$ cat src/rtl/mem_arbiter.sv
// mem_arbiter: arbitrates the instruction-fetch (I) and data (D) request
// ports of the multicycle datapath onto one single-ported unified memory.
// Each granted access runs IDLE -> ACCESS -> RESP and answers with a
// one-cycle ack. Ties are broken round-robin, starting with I after reset.
//
// Optional feature: define MEM_ARB_MISALIGN_EN to flag odd byte addresses.
// Such an access still spends its ACCESS cycle, but never writes, returns
// rdata=0 and raises err with the ack. Without the macro err is tied low and
// an odd address simply reaches the even word (the memory ignores bit 0).

module mem_arbiter #(
  parameter int AW = 16,
  parameter int DW = 16
) (
  input  logic          clk,
  input  logic          reset_n,
  // instruction fetch port (read only)
  input  logic          i_req,
  input  logic [AW-1:0] i_addr,
  output logic          i_ack,
  // data port
  input  logic          d_req,
  input  logic          d_we,
  input  logic [AW-1:0] d_addr,
  input  logic [DW-1:0] d_wdata,
  output logic          d_ack,
  // shared response
  output logic [DW-1:0] rdata,
  output logic          err,
  // memory side
  output logic [AW-1:0] mem_a,
  output logic          mem_we,
  output logic [DW-1:0] mem_wd,
  input  logic [DW-1:0] mem_rd
);

  typedef enum logic [1:0] {
    S_IDLE   = 2'd0,
    S_ACCESS = 2'd1,
    S_RESP   = 2'd2
  } state_t;

  state_t        r_state;
  logic          r_last_d;   // 1: the most recent grant went to D
  logic          r_gnt_d;    // port owning the access in flight
  logic [AW-1:0] r_addr;
  logic          r_we;
  logic [DW-1:0] r_wd;
  logic [DW-1:0] r_rdata;
  logic          r_err;
  logic          r_i_ack;
  logic          r_d_ack;

  logic          w_grant_i;
  logic          w_grant_d;
  logic          w_misalign;

  // I wins when it asks alone, or on a tie when D was served last.
  assign w_grant_i = i_req && (!d_req || r_last_d);
  assign w_grant_d = d_req && !w_grant_i;

`ifdef MEM_ARB_MISALIGN_EN
  assign w_misalign = r_addr[0];
`else
  assign w_misalign = 1'b0;
`endif

  // Memory bus straight from the latched access registers.
  assign mem_a  = r_addr;
  assign mem_wd = r_wd;
  // NOTE: mem_we is decoded from state rather than registered, so asserting
  // reset_n during ACCESS removes the write strobe at once and the pending
  // store can never commit at the following clock edge.
  assign mem_we = (r_state == S_ACCESS) && r_we && !w_misalign;

  assign rdata = r_rdata;
  assign err   = r_err;
  assign i_ack = r_i_ack;
  assign d_ack = r_d_ack;

  // Arbitration FSM: grant and latch in IDLE, capture the result at the end
  // of ACCESS, pulse the owner's ack during RESP.
  always_ff @(posedge clk or negedge reset_n) begin
    // NOTE: every state element here is a flop updated with non-blocking
    // assignments; the reset branch clears all of them asynchronously.
    if (!reset_n) begin
      r_state  <= S_IDLE;
      r_last_d <= 1'b1;
      r_gnt_d  <= 1'b0;
      r_addr   <= '0;
      r_we     <= 1'b0;
      r_wd     <= '0;
      r_rdata  <= '0;
      r_err    <= 1'b0;
      r_i_ack  <= 1'b0;
      r_d_ack  <= 1'b0;
    end else begin
      r_i_ack <= 1'b0;
      r_d_ack <= 1'b0;
      case (r_state)
        S_IDLE: begin
          if (i_req || d_req) begin
            r_gnt_d  <= w_grant_d;
            r_last_d <= w_grant_d;
            r_addr   <= w_grant_d ? d_addr : i_addr;
            r_we     <= w_grant_d && d_we;
            r_wd     <= w_grant_d ? d_wdata : '0;
            r_state  <= S_ACCESS;
          end
        end
        S_ACCESS: begin
          // Stores and flagged accesses return zero; loads take the word.
          r_rdata <= (r_we || w_misalign) ? '0 : mem_rd;
          r_err   <= w_misalign;
          r_i_ack <= !r_gnt_d;
          r_d_ack <= r_gnt_d;
          r_state <= S_RESP;
        end
        S_RESP: begin
          r_state <= S_IDLE;
        end
        default: begin
          r_state <= S_IDLE;
        end
      endcase
    end
  end

endmodule

$ cat config.mk
export PLATFORM = sky130hd
export DESIGN_NAME = mem_arbiter
export DESIGN_NICKNAME = d
export VERILOG_FILES = /design/src/rtl/mem_arbiter.sv
export SDC_FILE = /design/constraint.sdc
export NUM_CORES = 1
export LEC_CHECK = 0
export CAP_MARGIN = 10
export CORE_ASPECT_RATIO = 0.5
export CORE_MARGIN = 4
export CORE_UTILIZATION = 44
export CTS_BUF_LIST = sky130_fd_sc_hd__clkbuf_4 sky130_fd_sc_hd__clkbuf_8
export DETAILED_ROUTE_END_ITERATION = 10
export GPL_TIMING_DRIVEN = 0
export PLACE_DENSITY_LB_ADDON = 0.25
export REMOVE_ABC_BUFFERS = 1
export SYNTH_ARGS = -nofsm -noshare
export SYNTH_HDL_FRONTEND = slang
export SYNTH_SLANG_ARGS = --single-unit
$ cat constraint.sdc
create_clock -name clk -period 4.1 [get_ports clk]
set_input_delay 0.82 -clock clk [delete_from_list [all_inputs] [get_ports clk]]
set_output_delay 0.82 -clock clk [all_outputs]
set_load 0.01 [all_outputs]
==> results of run 1 <==
==> per-layer routing <==
metal,GRT usage [%],routed length [um],up-vias
met3,5.44,402,4
met2,30.3,2820,53
met5,0,0,-
met4,3.68,37,0
li1,-,-,846
met1,18.4,1970,819
==> cells by family after synthesis <==
group           Yosys count  share of synthesized area [%]
buf+inv                  15                           3.87
compound gates           37                           11.8
mux                      32                           17.3
simple gates             39                           6.71
other cells               1                          0.164
flops                    55                           60.1
==> layout make-up <==
cell class / count / area (um^2) / share of cell area, %
inverters: 3 / 11.3 / 0.308
well taps: 70 / 87.6 / 2.39
clock inverters: 3 / 43.8 / 1.20
clock buffers: 5 / 68.8 / 1.88
flip-flops and latches: 55 / 1380 / 37.7
repair buffers: 121 / 1230 / 33.7
multi-input cells: 109 / 835 / 22.8
==> state kept, by name, indices dropped and copies added (netlist names) <==
| register | count |
|---|---|
| r_state | 2 |
| d_ack | 1 |
| mem_wd | 16 |
| r_we | 1 |
| i_ack | 1 |
| r_last_d | 1 |
| r_gnt_d | 1 |
| mem_a | 16 |
| rdata | 16 |
==> worst max-delay path by stage <==
stage / end / startpoint / cells past startpoint / slack, ns
after floorplan: mem_a[0]$_DFFE_PN0P_ / d_req / 2 / 1.89
after global routing: mem_we / r_state[1]$_DFFE_PN0P_ / 3 / 0.96
after CTS: mem_we / r_state[1]$_DFFE_PN0P_ / 3 / 1.08
final: mem_we / r_state[1]$_DFFE_PN0P_ / 3 / 1.13
after global placement: rdata[13]$_DFFE_PN0N_ / reset_n / 1 / 0.58
after detailed placement: mem_a[3]$_DFFE_PN0P_ / d_req / 4 / 1.29
==> per-stage QoR <==
step | hold slack (ns) | cells | setup WS (ns)
global placement | 0.437 | 356 | 0.582
global route | 0.511 | 366 | 0.960
floorplan | 0.418 | 167 | 1.89
CTS | 0.456 | 366 | 1.08
finish | 0.458 | 366 | 1.13
detailed placement | 0.444 | 358 | 1.29
==> layout by cell type (no fill, tap or decap) <==
cell             count
mux2_4              10
dfstp_2              1
bufinv_16            1
clkbuf_8             5
a21o_1               2
inv_1                2
clkinv_1             1
and2_1               1
nand2_1             33
conb_1               1
a22o_1              17
mux2_2              22
clkinv_2             1
clkinv_4             1
buf_12               1
o21ai_0             16
buf_16               1
a21boi_4             1
nand2b_1             1
dfrtp_1             54
clkdlybuf4s50_1    118
o21ai_4              1
and3_1               1
nor2_1               3
buf_2                1
==> power groups by stage <==
stage          combinational, mW  sequential [mW]  clock (mW)
6_report                    1.23            0.936       0.354
5_1_grt                     1.34            0.971       0.389
4_1_cts                     1.25            0.937       0.364
3_5_place_dp                1.25            0.947           0
3_3_place_gp                1.19            0.932           0
2_1_floorplan              0.444             1.05           0
==> summary.md, run 1 <==
| Metric | Value |
|---|---|
| DP HPWL | 4020 um |
| Peak supply drop | 0.395 mV |
| RR Startpoint | r_last_d$_DFFE_PN1P_ |
| #FFs+latches synth | 55 |
| Clock sink count | 55 |
| CTS tree | built |
| Comb power frac | 48.8% |
| Core area | 4980 um^2 |
| Status | completed |
| IO Pins | 121 |
| F_max | 0.337 GHz |
| DR vias/cell | 4.70 |
| Req. time, crit path | 3.28 ns |
| Initial DRC Count | 89 |
| R2R cell count | 3 |
| Residual DRC | 0 |
| Switching pwr | 805 uW |
| Sequential element share of the synthesized area | 60.1% |
| Clk slew on worst S/H paths | 0.10 ns |
| Area growth, synth to finish | 59.5% |
| Design area | 3660 um^2 |
| Most frequent cells after synthesis | dfrtp_1, nand2_1, mux2_2 |
| CP arrival | 2.15 ns |
| Area after DPL | 3540 um^2 |
| Crit path time final | 2.97 ns |
| Synth area leader | dfrtp_1 |
| Distinct cells, synth | 22 |
| Synth area leaders | dfrtp_1, mux2_2, mux2_4, a22o_1, nand2_1 |
| Count leader, synth | dfrtp_1 |
| Antenna-violating nets left | 0 |
| Utilization after layout | 73.5% |
| Int Pwr | 1.71 mW |
| Mapped Area | 2290 um^2 |
| Relative slew slack | 33.6% |
| Vias in the first global route | 1702 |
| Worst Tran Pin Value | 0.995 ns |
| RR Endpoint | mem_a[3]$_DFFE_PN0P_ |
| # diodes | 0 |
| Largest net degree at the start of global routing | 36 |
| Total gr overflow | 0 |
| CTS Buf Count | 5 |
| Critical path's slowest cell | nand2b_1 |
| Leak Pwr | 1.62 nW |
| Initial Utilization | 46.1% |
| Seq pwr share | 37.2% |
| Setup Total Neg Slack | 0 ns |
| Initial antenna violation count | 0 |
| # port buffers | 119 |
| Via count | 1722 |
| Layout fillers | 352 |
| Clock Skews | 0.00474 ns |
| Worst path bufs/invs | 1 |
| Post-CTS Setup Repair Bufs | 0 |
| Nets | 364 |
| Fin. Hold Viols | 0 |
| Cts hold-fix bufs | 0 |
| CP cell instances | nand2b_1, nor2_1, clkdlybuf4s50_1 |
| Rows | 18 |
| Worst Hold Depth | 1 |
| Worst skew pair latency | 0.30 ns |
| Final setup fails | 0 |
| Synthesized area per cell | 12.8 um^2 |
| Switching Share | 32.0% |
| Fraction of layout cells with a size suffix above 1 | 15.5% |
| Max FO, Critical Path | 35 |
| Worst setup SP type | flop |
| CTS resizes | 0 |
| Die ar. | 6500 um^2 |
| Global-route wire length before repair | 8090 um |
| Yosys warns | 0 |
| Fin crit share | 72.3% |
| Worst Hold Launch | r_gnt_d$_DFFE_PN0P_ |
| DIE WIDTH | 110 um |
| Max-cap violations | 0 |
| Hold WC Path Type | reg -> reg |
| Worst setup path category | reg -> out |
| Clock power share | 14.0% |
| Hold EP | i_ack$_DFF_PN0_ |
| Slew Viols, Final | 0 |
| Primary FF master, synth | dfrtp_1 |
| Async SR Flop Fraction | 100% |
| GPL Wtd Cong | 0.632 |
| Die height | 59.1 um |
| R2R setup slack | 2.37 ns |
| CTS root buf | clkbuf_8 |
| RSZ-0062 raised after global routing | false |
| Crit-path leading delay family | simple AND/OR/NAND/NOR gates |
| Share of the synthesized area in the top cell type | 58.9% |
| Total track usage | 16.3% |
| EDFF count, synth | 0 |
| Max Root-Sink Buffers | 2 |
| Htree depth | 2 |
| PD cells | 688 nW/um^2 |
| Crit path capture type | output port |
| Pwr Total | 2.52 mW |
| Max incr delay on CP | 0.60 ns |
| Routed WL | 5230 um |
| Avg WL per Cell | 14.3 um |
| Cells after synthesis | 179 |
| Drt first pass iters | 4 |
No activity file was read; power rests on OpenSTA's default activity.
==> inputs of run 2 (changes only) <==
- CORE_UTILIZATION: 44 -> 40
- clock period: 4.1 -> 2.9 ns (I/O delays scaled with it)
==> summary.md, run 2 (synthesis gave the netlist of run 1 again) <==
| Metric | Value |
|---|---|
| Htree depth | 2 (unchanged) |
| Initial antenna violation count | 0 (unchanged) |
| Residual DRC | 0 (unchanged) |
| Via count | 1747 (+1.5%) |
| Commonest cells after routing, fill and taps aside | clkdlybuf4s50_1, dfrtp_1, nand2_1, mux2_2, a22o_1 |
| Critical path's slowest cell | clkdlybuf4s50_1 |
| CP arrival | 1.88 ns (-0.27 ns) |
| Clock sink count | 55 (unchanged) |
| Die ar. | 7080 um^2 (+8.9%) |
| Worst setup path category | reg -> out |
| Worst Tran Pin Value | 0.699 ns (-0.296 ns) |
| Leak Pwr | 1.61 nW (-0.77%) |
| Max-cap violations | 0 (unchanged) |
| Max FO, Critical Path | 35 (unchanged) |
| CTS tree | built |
| Rows | 19 (+1) |
| Initial Utilization | 41.6% (-4.5 points) |
| GPL Wtd Cong | 0.674 (+6.6%) |
| Worst path bufs/invs | 1 (unchanged) |
| Fin. Hold Viols | 0 (unchanged) |
| Largest net degree at the start of global routing | 42 (+17%) |
| R2R setup slack | 1.15 ns (-1.22 ns) |
| Total track usage | 14.9% (-1.3 points) |
| Max Root-Sink Buffers | 2 (unchanged) |
| F_max | 0.406 GHz |
| CTS root buf | clkbuf_8 |
| Area growth, synth to finish | 58.6% |
| Slew Viols, Final | 0 (unchanged) |
| Clock Skews | 0.0144 ns (+0.00968 ns) |
| Clk slew on worst S/H paths | 0.11 ns (about the same) |
| CP cell instances | nand2b_2, nor2_1, clkdlybuf4s50_1 |
| Vias in the first global route | 1828 (+7.4%) |
| Antenna-violating nets left | 0 (unchanged) |
| DP HPWL | 3960 um (-1.5%) |
| Drt first pass iters | 4 (unchanged) |
| RSZ-0062 raised after global routing | false |
| Pwr Total | 3.50 mW (+39%) |
| Crit-path leading delay family | simple AND/OR/NAND/NOR gates |
| Hold WC Path Type | in -> async |
| Die height | 61.5 um (+4.2%) |
| IO Pins | 121 (unchanged) |
| Initial DRC Count | 62 (-30%) |
| Nets | 364 (unchanged) |
| Peak supply drop | 0.404 mV (+2.3%) |
| Core area | 5520 um^2 (+11%) |
| CTS Buf Count | 5 (unchanged) |
| Max incr delay on CP | 0.56 ns (-0.04 ns) |
| R2R cell count | 3 (unchanged) |
| Global-route wire length before repair | 8250 um (+2.0%) |
| Status | completed |
| Layout fillers | 406 (+15%) |
| Worst setup SP type | flop |
| Req. time, crit path | 2.32 ns (-0.96 ns) |
| Avg WL per Cell | 14.4 um (+0.85%) |
| Crit path capture type | output port |
| Area taken by multi-input logic gates | 837 um^2 (+0.30%) |
| Cts hold-fix bufs | 0 (unchanged) |
| PD cells | 961 nW/um^2 (+40%) |
| DIE WIDTH | 115 um (+4.5%) |
| FF+latch area | 1380 um^2 (unchanged) |
| RR Endpoint | mem_a[2]$_DFFE_PN0P_ |
| RR Startpoint | r_last_d$_DFFE_PN1P_ |
| Relative slew slack | 53.3% (+20 points) |
| Total gr overflow | 0 (unchanged) |
| Fin crit share | 84.9% |
| Worst skew pair latency | 0.31 ns (about the same) |
| Setup Total Neg Slack | 0 ns (unchanged) |
| # diodes | 0 (unchanged) |
| Crit path time final | 2.46 ns |
| # port buffers | 119 (unchanged) |
| Post-CTS Setup Repair Bufs | 0 (unchanged) |
| Routed WL | 5320 um (+1.7%) |
| Commonest non-fill, non-tap cell in the layout | clkdlybuf4s50_1 |
| Fraction of layout cells with a size suffix above 1 | 15.9% (+0.34 points) |
| DR vias/cell | 4.73 (+0.63%) |
| Final setup fails | 0 (unchanged) |
==> run 2: changes by cell type in the layout (fill, tap and decap cells not counted) <==
| cell | change |
|---|---|
| buf_12 | +1 |
| buf_16 | -1 |
| bufinv_16 | -1 |
| clkbuf_4 | +1 |
| clkinv_2 | -1 |
| clkinv_4 | +1 |
| nand2b_1 | -1 |
| nand2b_2 | +1 |
==> run 2: area by class of cell <==
| class | count | area share (%) |
|---|---|---|
| Clock buffer | 6 | 2.10 |
| Clock inverter | 2 | 0.482 |
| Inverter | 3 | 0.310 |
| Multi-Input combinational cell | 109 | 23.0 |
| Sequential cell | 55 | 37.9 |
| Tap cell | 73 | 2.51 |
| Timing Repair Buffer | 121 | 33.7 |
==> run 2: worst max path at each step <==
stage	start	endpoint	slack [ns]	depth (start not counted)
after floorplan	d_req	mem_a[0]$_DFFE_PN0P_	0.93	2
after global placement	reset_n	mem_a[2]$_DFFE_PN0P_	-0.34	1
after detailed placement	d_req	mem_a[2]$_DFFE_PN0P_	0.32	4
after CTS	r_state[1]$_DFFE_PN0P_	mem_we	0.11	3
after global routing	r_state[1]$_DFFE_PN0P_	mem_we	0.26	3
final	r_state[1]$_DFFE_PN0P_	mem_we	0.44	3
==> run 2: per-stage QoR <==
stage | cell area (um^2) | hold WS, ns | std cells | util (%) | worst slack [ns]
floorplan | 2220 | 0.284 | 167 | - | 0.933
global placement | 3500 | 0.429 | 359 | 63.4 | -0.344
detailed placement | 3540 | 0.464 | 361 | 64.2 | 0.320
CTS | 3630 | 0.155 | 369 | 65.9 | 0.108
global route | 3640 | 0.166 | 369 | 65.9 | 0.257
finish | 3640 | 0.154 | 369 | 65.9 | 0.438
==> run 2: timing repair <==
action,4_1_cts,5_1_grt
gates resized for setup,0,1
endpoints found under the hold margin,0,0
setup endpoints to repair,0,1
==> run 2: per-layer routing <==
| layer | GRT usage (%) | vias up | routed length, um |
|---|---|---|---|
| li1 | - | 845 | - |
| met1 | 15.6 | 844 | 2050 |
| met4 | 3.68 | 0 | 26 |
| met3 | 5.69 | 2 | 488 |
| met2 | 29.2 | 56 | 2760 |
| met5 | 0 | - | 0 |
==> run 2: report_power, final <==
part           internal (mW)  switching, mW  total [mW]  leakage [nW]
Clock                  0.183          0.251       0.434        0.0488
Sequential              1.14          0.192        1.33         0.684
Combinational           1.02          0.717        1.73         0.875
